### config.mk
export PLATFORM = sky130hd
export DESIGN_NAME = mcu_strip_reader_flat
export DESIGN_NICKNAME = d
export VERILOG_FILES = /design/src/rtl/mcu_strip_reader_if.sv /design/src/rtl/mcu_strip_reader.sv /design/src/flat_wrapper.sv
export SDC_FILE = /design/constraint.sdc
export NUM_CORES = 1
export LEC_CHECK = 0
export ABC_AREA = 1
export CAP_MARGIN = 15
export CORE_MARGIN = 1.5
export CORE_UTILIZATION = 32
export CTS_CLUSTER_DIAMETER = 80
export CTS_CLUSTER_SIZE = 28
export DETAILED_ROUTE_END_ITERATION = 6
export PLACE_DENSITY = 0.54
export SKIP_LAST_GASP = 1
export SLEW_MARGIN = 10
export SYNTH_ARGS = -nofsm -noshare
export SYNTH_HDL_FRONTEND = slang
export SYNTH_SLANG_ARGS = --single-unit
export TNS_END_PERCENT = 50
### constraint.sdc
create_clock -name clock -period 2 [get_ports clock]
set_input_delay 0.3 -clock clock [delete_from_list [all_inputs] [get_ports clock]]
set_output_delay 0.3 -clock clock [all_outputs]
set_load 0.02 [all_outputs]
### src/rtl/mcu_strip_reader_if.sv
// ----------------------------------------------------------------------------
// mcu_strip_reader_if
//
// Groups the two buses of the strip reader:
//   * EBR read side: read_bank, read_block_select, read_addr and read_en go
//     out to the ping-pong buffer. ebr_rdata comes back one cycle after
//     read_en. It carries the packed dout of the 5 EBRs, with EBR k on
//     bits [8k+7:8k].
//   * Pixel stream: pix_data, pix_valid, mcu_first and mcu_last go to the
//     DCT front end. pix_ready is the sink's acceptance signal.
// The master modport is the reader. The slave modport is the memory/sink
// environment.
// ----------------------------------------------------------------------------
interface mcu_strip_reader_if;
    logic        read_bank;
    logic [2:0]  read_block_select;
    logic [8:0]  read_addr;
    logic        read_en;
    logic [39:0] ebr_rdata;
    logic [7:0]  pix_data;
    logic        pix_valid;
    logic        pix_ready;
    logic        mcu_first;
    logic        mcu_last;

    modport master (
        output read_bank, read_block_select, read_addr, read_en,
        output pix_data, pix_valid, mcu_first, mcu_last,
        input  ebr_rdata, pix_ready
    );

    modport slave (
        input  read_bank, read_block_select, read_addr, read_en,
        input  pix_data, pix_valid, mcu_first, mcu_last,
        output ebr_rdata, pix_ready
    );
endinterface

### src/rtl/mcu_strip_reader.sv
// ----------------------------------------------------------------------------
// mcu_strip_reader
//
// Drains one completed 8-line strip of 8x8 MCUs from the back bank of the
// ingester's image buffer. It streams the strip pixel by pixel, in MCU
// order, to the compression pipeline.
//
// Buffer layout:
//   * MCU n sits in EBR (n % NUM_EBRS) at slot (n / NUM_EBRS) % MCUS_PER_EBR.
//   * Each slot is 64 bytes, in row-major pixel order.
//
// Ports:
//   clock, nreset       system clock; synchronous active-low reset
//   frontbuffer_select  bank the ingester is writing (the other one is read)
//   strip_start         one-cycle pulse: back bank holds a full strip
//   strip_done          one-cycle pulse after the last pixel is accepted
//   overrun             sticky: strip_start seen while not idle
//   bus                 EBR read bus + pixel stream (mcu_strip_reader_if)
// ----------------------------------------------------------------------------
module mcu_strip_reader #(
    parameter int MCUS_PER_STRIP = 40,
    parameter int NUM_EBRS       = 5,
    parameter int MCUS_PER_EBR   = 8
) (
    input  logic clock,
    input  logic nreset,
    input  logic frontbuffer_select,
    input  logic strip_start,
    output logic strip_done,
    output logic overrun,
    mcu_strip_reader_if.master bus
);
    typedef enum logic [1:0] {S_IDLE, S_READ, S_DRAIN, S_DONE} state_t;

    state_t      state_reg;
    logic [5:0]  pix_reg;
    logic [5:0]  mcu_reg;
    logic [2:0]  block_reg;
    logic [2:0]  slot_reg;
    logic        bank_reg;
    logic        strip_done_reg;
    logic        overrun_reg;

    // Read-return pipeline: mirrors a read issued last cycle whose data is on
    // ebr_rdata now.
    logic        ret_valid_reg;
    logic [2:0]  ret_block_reg;
    logic        ret_first_reg;
    logic        ret_last_reg;

    // 2-entry output FIFO; each entry is {mcu_first, mcu_last, pixel}.
    logic [9:0]  fifo_mem [0:1];
    logic        wr_ptr_reg;
    logic        rd_ptr_reg;
    logic [1:0]  count_reg;

    logic        pop;
    logic [1:0]  occ_next;
    logic        read_en;
    logic        last_read;
    logic [9:0]  head;
    logic [7:0]  ebr_byte [0:7];

    // Unpack the EBR data bus into bytes. Unused block indices read as zero,
    // so a stray select can never index outside the bus.
    genvar gi;
    generate
        for (gi = 0; gi < 8; gi++) begin : g_byte
            if (gi < NUM_EBRS) begin : g_used
                assign ebr_byte[gi] = bus.ebr_rdata[8*gi +: 8];
            end else begin : g_unused
                assign ebr_byte[gi] = 8'd0;
            end
        end
    endgenerate

    assign head = fifo_mem[rd_ptr_reg];
    assign pop  = (count_reg != 2'd0) && bus.pix_ready;

    // FIFO occupancy after this edge. It already includes the returning read
    // and this cycle's pop. That lets a new read be issued every cycle while
    // the sink keeps up, and still leaves room for its data next cycle.
    assign occ_next  = count_reg + {1'b0, ret_valid_reg} - {1'b0, pop};
    assign read_en   = (state_reg == S_READ) && (occ_next < 2'd2);
    assign last_read = (mcu_reg == 6'(MCUS_PER_STRIP - 1)) && (pix_reg == 6'd63);

    assign bus.read_en           = read_en;
    assign bus.read_bank         = bank_reg;
    assign bus.read_block_select = block_reg;
    assign bus.read_addr         = {slot_reg, pix_reg};
    assign bus.pix_valid         = (count_reg != 2'd0);
    assign bus.pix_data          = head[7:0];
    assign bus.mcu_first         = head[9] & bus.pix_valid;
    assign bus.mcu_last          = head[8] & bus.pix_valid;
    assign strip_done            = strip_done_reg;
    assign overrun               = overrun_reg;

    // FIFO storage is not reset: the pointers and count define what is live.
    always_ff @(posedge clock) begin
        if (ret_valid_reg) begin
            fifo_mem[wr_ptr_reg] <= {ret_first_reg, ret_last_reg, ebr_byte[ret_block_reg]};
        end
    end

    always_ff @(posedge clock) begin
        if (!nreset) begin
            state_reg      <= S_IDLE;
            pix_reg        <= 6'd0;
            mcu_reg        <= 6'd0;
            block_reg      <= 3'd0;
            slot_reg       <= 3'd0;
            bank_reg       <= 1'b0;
            strip_done_reg <= 1'b0;
            overrun_reg    <= 1'b0;
            ret_valid_reg  <= 1'b0;
            ret_block_reg  <= 3'd0;
            ret_first_reg  <= 1'b0;
            ret_last_reg   <= 1'b0;
            wr_ptr_reg     <= 1'b0;
            rd_ptr_reg     <= 1'b0;
            count_reg      <= 2'd0;
        end else begin
            strip_done_reg <= 1'b0;
            if (strip_start && state_reg != S_IDLE) begin
                overrun_reg <= 1'b1;
            end

            // Block select and pixel position travel with the read to the
            // return cycle, where they pick the byte and tag the entry.
            ret_valid_reg <= read_en;
            if (read_en) begin
                ret_block_reg <= block_reg;
                ret_first_reg <= (pix_reg == 6'd0);
                ret_last_reg  <= (pix_reg == 6'd63);
            end

            if (ret_valid_reg) begin
                wr_ptr_reg <= ~wr_ptr_reg;
            end
            if (pop) begin
                rd_ptr_reg <= ~rd_ptr_reg;
            end
            count_reg <= occ_next;

            case (state_reg)
                S_IDLE: begin
                    if (strip_start) begin
                        bank_reg  <= ~frontbuffer_select;
                        pix_reg   <= 6'd0;
                        mcu_reg   <= 6'd0;
                        block_reg <= 3'd0;
                        slot_reg  <= 3'd0;
                        state_reg <= S_READ;
                    end
                end
                S_READ: begin
                    if (read_en) begin
                        pix_reg <= pix_reg + 6'd1;
                        // Block and slot advance incrementally at each MCU
                        // boundary; no divide by NUM_EBRS is needed.
                        if (pix_reg == 6'd63) begin
                            mcu_reg <= mcu_reg + 6'd1;
                            if (block_reg == 3'(NUM_EBRS - 1)) begin
                                block_reg <= 3'd0;
                                slot_reg  <= (slot_reg == 3'(MCUS_PER_EBR - 1)) ?
                                             3'd0 : slot_reg + 3'd1;
                            end else begin
                                block_reg <= block_reg + 3'd1;
                            end
                        end
                        if (last_read) begin
                            state_reg <= S_DRAIN;
                        end
                    end
                end
                S_DRAIN: begin
                    // In DRAIN no read is issued. So once occ_next is zero,
                    // nothing is left in flight or in the FIFO.
                    if (occ_next == 2'd0) begin
                        strip_done_reg <= 1'b1;
                        state_reg      <= S_DONE;
                    end
                end
                default: begin
                    state_reg <= S_IDLE;
                end
            endcase
        end
    end
endmodule

### src/flat_wrapper.sv
// flat-port wrapper written by rule: the top's interface ports become plain ports
module mcu_strip_reader_flat 
#(
    parameter int MCUS_PER_STRIP = 40,
    parameter int NUM_EBRS       = 5,
    parameter int MCUS_PER_EBR   = 8
)
  (clock, nreset, frontbuffer_select, strip_start, strip_done, overrun, bus_read_bank, bus_read_block_select, bus_read_addr, bus_read_en, bus_pix_data, bus_pix_valid, bus_mcu_first, bus_mcu_last, bus_ebr_rdata, bus_pix_ready);
  mcu_strip_reader_if bus_i ();
  input  logic clock;
  input  logic nreset;
  input  logic frontbuffer_select;
  input  logic strip_start;
  output logic strip_done;
  output logic overrun;
  output wire logic [$bits(bus_i.read_bank)-1:0] bus_read_bank;
  output wire logic [$bits(bus_i.read_block_select)-1:0] bus_read_block_select;
  output wire logic [$bits(bus_i.read_addr)-1:0] bus_read_addr;
  output wire logic [$bits(bus_i.read_en)-1:0] bus_read_en;
  output wire logic [$bits(bus_i.pix_data)-1:0] bus_pix_data;
  output wire logic [$bits(bus_i.pix_valid)-1:0] bus_pix_valid;
  output wire logic [$bits(bus_i.mcu_first)-1:0] bus_mcu_first;
  output wire logic [$bits(bus_i.mcu_last)-1:0] bus_mcu_last;
  input wire logic [$bits(bus_i.ebr_rdata)-1:0] bus_ebr_rdata;
  input wire logic [$bits(bus_i.pix_ready)-1:0] bus_pix_ready;
  assign bus_read_bank = bus_i.read_bank;
  assign bus_read_block_select = bus_i.read_block_select;
  assign bus_read_addr = bus_i.read_addr;
  assign bus_read_en = bus_i.read_en;
  assign bus_pix_data = bus_i.pix_data;
  assign bus_pix_valid = bus_i.pix_valid;
  assign bus_mcu_first = bus_i.mcu_first;
  assign bus_mcu_last = bus_i.mcu_last;
  assign bus_i.ebr_rdata = bus_ebr_rdata;
  assign bus_i.pix_ready = bus_pix_ready;
  mcu_strip_reader #(.MCUS_PER_STRIP(MCUS_PER_STRIP), .NUM_EBRS(NUM_EBRS), .MCUS_PER_EBR(MCUS_PER_EBR)) u_core (.clock(clock), .nreset(nreset), .frontbuffer_select(frontbuffer_select), .strip_start(strip_start), .strip_done(strip_done), .overrun(overrun), .bus(bus_i));
endmodule
=== Yosys cells after proc, flatten, opt, wreduce, memory -nomap -nowiden ===
Memory sizes are Yosys's and may differ from the RTL's. A register that Yosys moved wholly into a read port is not among the register bits.
Index checks and enable logic that the tools add are counted.

* Flip-flop bits (word level): 33
* Bits in writable memories: 20
* Bits of input ports: 45
* Output and inout bits: 27
* Word-level logic and storage cells: 87
* Memories kept: 1

* $add $sub $neg: 6
* Order comparisons: 2
* Eq/ne operators: 12
* Muxes and demuxes: 29
* Bitwise logic cells: 6
* Reduce and logical (&&, ||, !) cells: 16

{| class="wikitable"
|+ Memory list
! name !! depth !! bits a word !! rd ports !! clocked after Yosys merged registers in !! write ports !! RTL line !! source
|-
| u_core.fifo_mem || 2 || 10 || 1 || 1 || 1 || mcu_strip_reader.sv:52 || <nowiki>logic [9:0] fifo_mem [0:1];</nowiki>
|}

{| class="wikitable"
|+ Operators by type and width
! kind !! number
|-
| binary-select mux 8 bit (select 3 bit) || 1
|-
| 2-to-1 mux 3 bit || 8
|-
| 2-to-1 mux 6 bit || 4
|-
| case mux 6 bit (2 select lines) || 2
|-
| 2-to-1 mux 8 bit || 2
|-
| adder 6 x 1 -> 6 bit, second input constant || 2
|-
| == test 6 bit, second input constant || 2
|-
| case mux 3 bit (2 select lines) || 2
|-
| 2-to-1 mux 2 bit || 4
|-
| != test 2 bit, second input constant || 4
|-
| AND reduction 4 bit || 2
|-
| adder 3 x 1 -> 3 bit, second input constant || 2
|-
| == test 3 bit, second input constant || 2
|-
| logical NOT 6 bit || 1
|-
| case mux 2 bit (3 select lines) || 1
|-
| nonzero test 2 bit || 3
|-
| 2-to-1 mux 1 bit || 5
|-
| AND reduction 5 bit || 1
|-
| greater-or-equal comparator 4 bit, second input constant || 1
|-
| logical AND 1 bit || 4
|-
| logical NOT 2 bit || 2
|-
| != test 2 x 1 -> 1 bit, second input constant || 2
|-
| inverter 3 -> 4 bit || 1
|-
| AND reduction 2 bit || 2
|-
| other kinds (8) || 11
|}

=== Logic depth before layout (Yosys ltp) ===
* Depth in word-level cells: 7
* Depth in mapped cells: 17
* Gate-level depth less buffers: 16

=== Least setup slack after synthesis ===
OpenSTA, ideal clock, no wires.

* Kind: reg-to-output
* From: register u_core.count_reg[1]
* To: output port bus_read_en
* Arrival: 1.749 ns
* Data required time: 1.700 ns
* Setup slack: -0.049 ns
* Cell stages (with the launch flop): 12
* Buffers on the path: 0
* Cell sequence: dfxtp_1 nor2_1 inv_1 nand2_1 inv_1 ha_1 inv_1 ha_1 nand3_1 nand2_1 nand2_1 inv_1

* Word-level cells in the longest chain between the ends: 5

{| class="wikitable"
|+ Ends and longest elaborated chain
! item !! RTL line !! source
|-
| start: declaration || mcu_strip_reader.sv:55 || <nowiki>logic [1:0] count_reg;</nowiki>
|-
| start signal: assignment || mcu_strip_reader.sv:143 || <nowiki>count_reg <= occ_next;</nowiki>
|-
| nonzero test 2 bit || - ||
|-
| net bus_pix_valid || flat_wrapper.sv:21 || <nowiki>output wire logic [$bits(bus_i.pix_valid)-1:0] bus_pix_valid;</nowiki>
|-
| logical AND 1 bit || mcu_strip_reader.sv:78 || <nowiki>assign pop = (count_reg != 2'd0) && bus.pix_ready;</nowiki>
|-
| net u_core.pop || mcu_strip_reader.sv:57 || <nowiki>logic pop;</nowiki>
|-
| subtractor 2 x 1 -> 2 bit || mcu_strip_reader.sv:83 || <nowiki>assign occ_next = count_reg + {1'b0, ret_valid_reg} - {1'b0, pop};</nowiki>
|-
| < comparator 2 bit || mcu_strip_reader.sv:84 || <nowiki>assign read_en = (state_reg == S_READ) && (occ_next < 2'd2);</nowiki>
|-
| logical AND 1 bit || mcu_strip_reader.sv:84 ||
|-
| end: declaration || flat_wrapper.sv:19 || <nowiki>output wire logic [$bits(bus_i.read_en)-1:0] bus_read_en;</nowiki>
|}

The timed path passes the listed nets, and every way through them passes these cells.

=== Worst setup path after layout ===
* From: register u_core.count_reg[1]
* To: output port bus_read_en

* Word-level cells in the longest chain between the ends: 5

{| class="wikitable"
|+ Ends and longest elaborated chain
! item !! RTL line
|-
| nonzero test 2 bit || mcu_strip_reader.sv:78
|-
| logical AND 1 bit || mcu_strip_reader.sv:78
|-
| net u_core.pop || mcu_strip_reader.sv:57
|-
| subtractor 2 x 1 -> 2 bit || mcu_strip_reader.sv:83
|-
| < comparator 2 bit || mcu_strip_reader.sv:84
|-
| logical AND 1 bit || mcu_strip_reader.sv:84
|}

The timed path passes the listed nets, and every way through them passes these cells.

==> flow_summary.ini <==
[outcome]
status = finished with violations
violations = negative setup slack

[sta]
rsz0062_at_grt = true
fin_skew_ns = 0.00303
worst_pin_slew_ns = 0.470
fin_crit_sh_pct = 101
setup_viol = 1
post-route-min-period_ns = 2.03
fin_ws_ns = -0.0270
fmax_ghz = 0.493
setup_tns_ns = -0.0270
relSlewSlack_pct = 68.6
hold_viol_final = 0
slew_viol_final = 0

[floorplan]
die_w_um = 98.1
fp.coreArea_um2 = 8760
pin_count = 72
rows = 34
start_util_pct = 33.1
die-area_um2 = 9630
fp.dieH_um = 98.1

[clock_network]
path_clk_slew_ns = 0.10
cts_buffers = 5
root_buffer = clkbuf_8
worstSkewPairLatency_ns = 0.30
cts_tree = yes
cts_sinks = 54
clock_path_buffers = 2
cts-htree-levels = 2

[placed_design]
portBuffers = 71
placedCellCount = 586
place.gp.congestion = 0.791
hpwl_um = 5330
dpl_cell_area_um2 = 3880

[critical_path]
cpMaxStageDelayCell = dfxtp_2
critPathCaptureType = primary output
path_max_fanout = 2
crit_path_start_kind = flip-flop
worstSetupPathType = flip-flop to primary output
max_stage_delay_ns = 0.35
critPathBufInv = 6
r2r_cells = 15
crit_top_cell = inv_2
rrSetupSlack_ns = 0.07
worst_path_dominant_cell_family = adder cells
rr_startpoint = u_core.count_reg[1]
regToRegEndpoint = u_core.slot_reg[2]
worstPathArrival_ns = 1.73
crit_chain = nor2_4 -> inv_2 -> nand2_2 -> inv_2 -> ha_4 -> inv_2 -> ha_4 -> inv_2 -> nand2_2 -> nand2_2 -> nand2_2 -> inv_2 -> buf_6
critPathRequiredTime_ns = 1.70

[global_routing]
met2_usage_pct = 28.4
overflow = 0
busiest_layer = met2
antenna_found_initial = 0
use_met3_pct = 2.72
met1_usage_pct = 19.5
grt_use_total_pct = 15.6
grt_max_degree = 18
grt_pass1_wl_um = 12400
grt_pass1_vias = 2650

[finish]
final_nets = 552
fin_util_pct = 47.7
layout-drive-gt1-share_pct = 16.5
final_area_um2 = 4180
areaGrowthSynthToFinish_pct = 44.2
fin_cells = 604
largest_reg_flops = 20
antenna_cells = 0

[detailed_routing]
antenna_left = 0
routedWlPerCell_um = 12.2
drt_pass1_iterations = 4
num_vias = 2749
finalWirelength_um = 7350
routed_via_density = 4.55
drcViolationCount = 0
drt_iter0_drc = 55

[synth]
synth_cell_types = 25
yosys_warnings = 0
synth_fp_nets = 450
synth_seq_area_share_pct = 44.2
synth_compound_area_share_pct = 10.8
synth-adder-area-share_pct = 5.18
synthXorXnorAreaFrac_pct = 1.21
syn_avg_cell_area_um2 = 7.37
synthCells = 393
synth-seq-cells = 54
synthSimpleGateAreaFrac_pct = 29.1
syn_area_um2 = 2900
muxShareOfSynthArea_pct = 0
synth_top_family_by_area = simple AND/OR/NAND/NOR gates

[hold_path]
hold_path_depth = 1
worstHoldStart = u_core.rd_ptr_reg
hold_class = flip-flop to flip-flop

[pwr]
power_density_nw_per_um2 = 1300
p_leak_nw = 1.87
ir_drop_uv = 564

[job]
max_cap_viol_count = 0
what timing repair did:
item                                    in CTS  in global routing
hold buffers                                 0                  0
gates cloned                                 2                  1
pin swaps                                   10                  7
setup buffers                                7                  1
endpoints found under the setup margin      24                 28
gates resized for setup                     30                 16
power by group:
part | internal, W | switching, W | leakage [nW]
sequential | 0.00149 | 0.000193 | 0.464
combinational | 0.00136 | 0.00176 | 1.37
clock | 0.000248 | 0.000366 | 0.0422
kinds of logic (layout without fill, tap and decap cells):
logic type | after synthesis | after routing
DFF | 54 | 54
xor gates and xnor gates | 4 | 4
and+or+nand+nor | 196 | 197
AOI/OAI and AO/OA | 58 | 58
buffers and inverters | 69 | 171
adders and majority gates | 12 | 12
metrics by stage:
stage	hold slack [ns]	setup slack, ns	power (W)
2_1_floorplan	0.390	0.0280	0.00336
6_report	0.453	-0.0270	0.00542
3_5_place_dp	0.447	-0.529	0.00444
3_3_place_gp	0.436	-0.500	0.00441
4_1_cts	0.465	-0.0459	0.00538
5_1_grt	0.489	-0.124	0.00589
layout make-up:
cell class,count,area (µm²)
clock buffer,5,68.8
clock inverter,3,20.0
fill,896,4590
inverter,58,229
multi-input combinational,271,1460
sequential,54,1280
tap,108,135
timing repair buffer,103,966
timing repair inverter,2,11.3
worst max path at each step:
stage | startpoint | slack (ns) | end | cells past startpoint
5_1_grt | u_core.count_reg[1] | -0.12 | bus_read_en | 12
3_5_place_dp | bus_pix_ready | -0.53 | bus_read_en | 11
6_report | u_core.count_reg[1] | -0.03 | bus_read_en | 13
4_1_cts | u_core.count_reg[0] | -0.05 | bus_read_en | 13
2_1_floorplan | u_core.count_reg[1] | 0.03 | u_core.mcu_reg[0] | 15
3_3_place_gp | bus_pix_ready | -0.50 | bus_read_en | 11
metal layers:
metal | up-vias | share of wire [%]
li1 | 1460 | -
met1 | 1233 | 44
met2 | 54 | 51
met3 | 2 | 4.5
met4 | 0 | 0.45
met5 | - | 0
cell usage after synthesis (all sizes together):
cell	instances	share of area (%)
xor2	4	1.2
buf	4	0.99
inv	54	7.1
ha	12	5.2
nand2	110	15
o21ai	27	5.4
nor3	4	0.69
nand3	38	7.1
dfxtp	34	23
nor2	40	5.2
clkinv	4	0.52
or2	1	0.22
nand4	1	0.73
nor3b	1	0.26
nor4	1	0.22
a21oi	31	5.4
clkbuf	7	0.91
edfxtp	20	21
cell usage in the layout, fill, tap and decap left out, drive strengths merged:
cell / instances
nor2: 40
buf: 33
inv: 56
edfxtp: 20
clkinv: 4
nor3b: 1
xor2: 4
nand4: 1
nand2: 111
or2: 1
clkbuf: 5
clkinvlp: 3
ha: 12
clkdlybuf4s50: 66
a21oi: 31
nor4: 1
nand3: 38
o21ai: 27
nor3: 4
dlymetal6s2s: 4
dfxtp: 34
(Power assumes the default switching activity.)
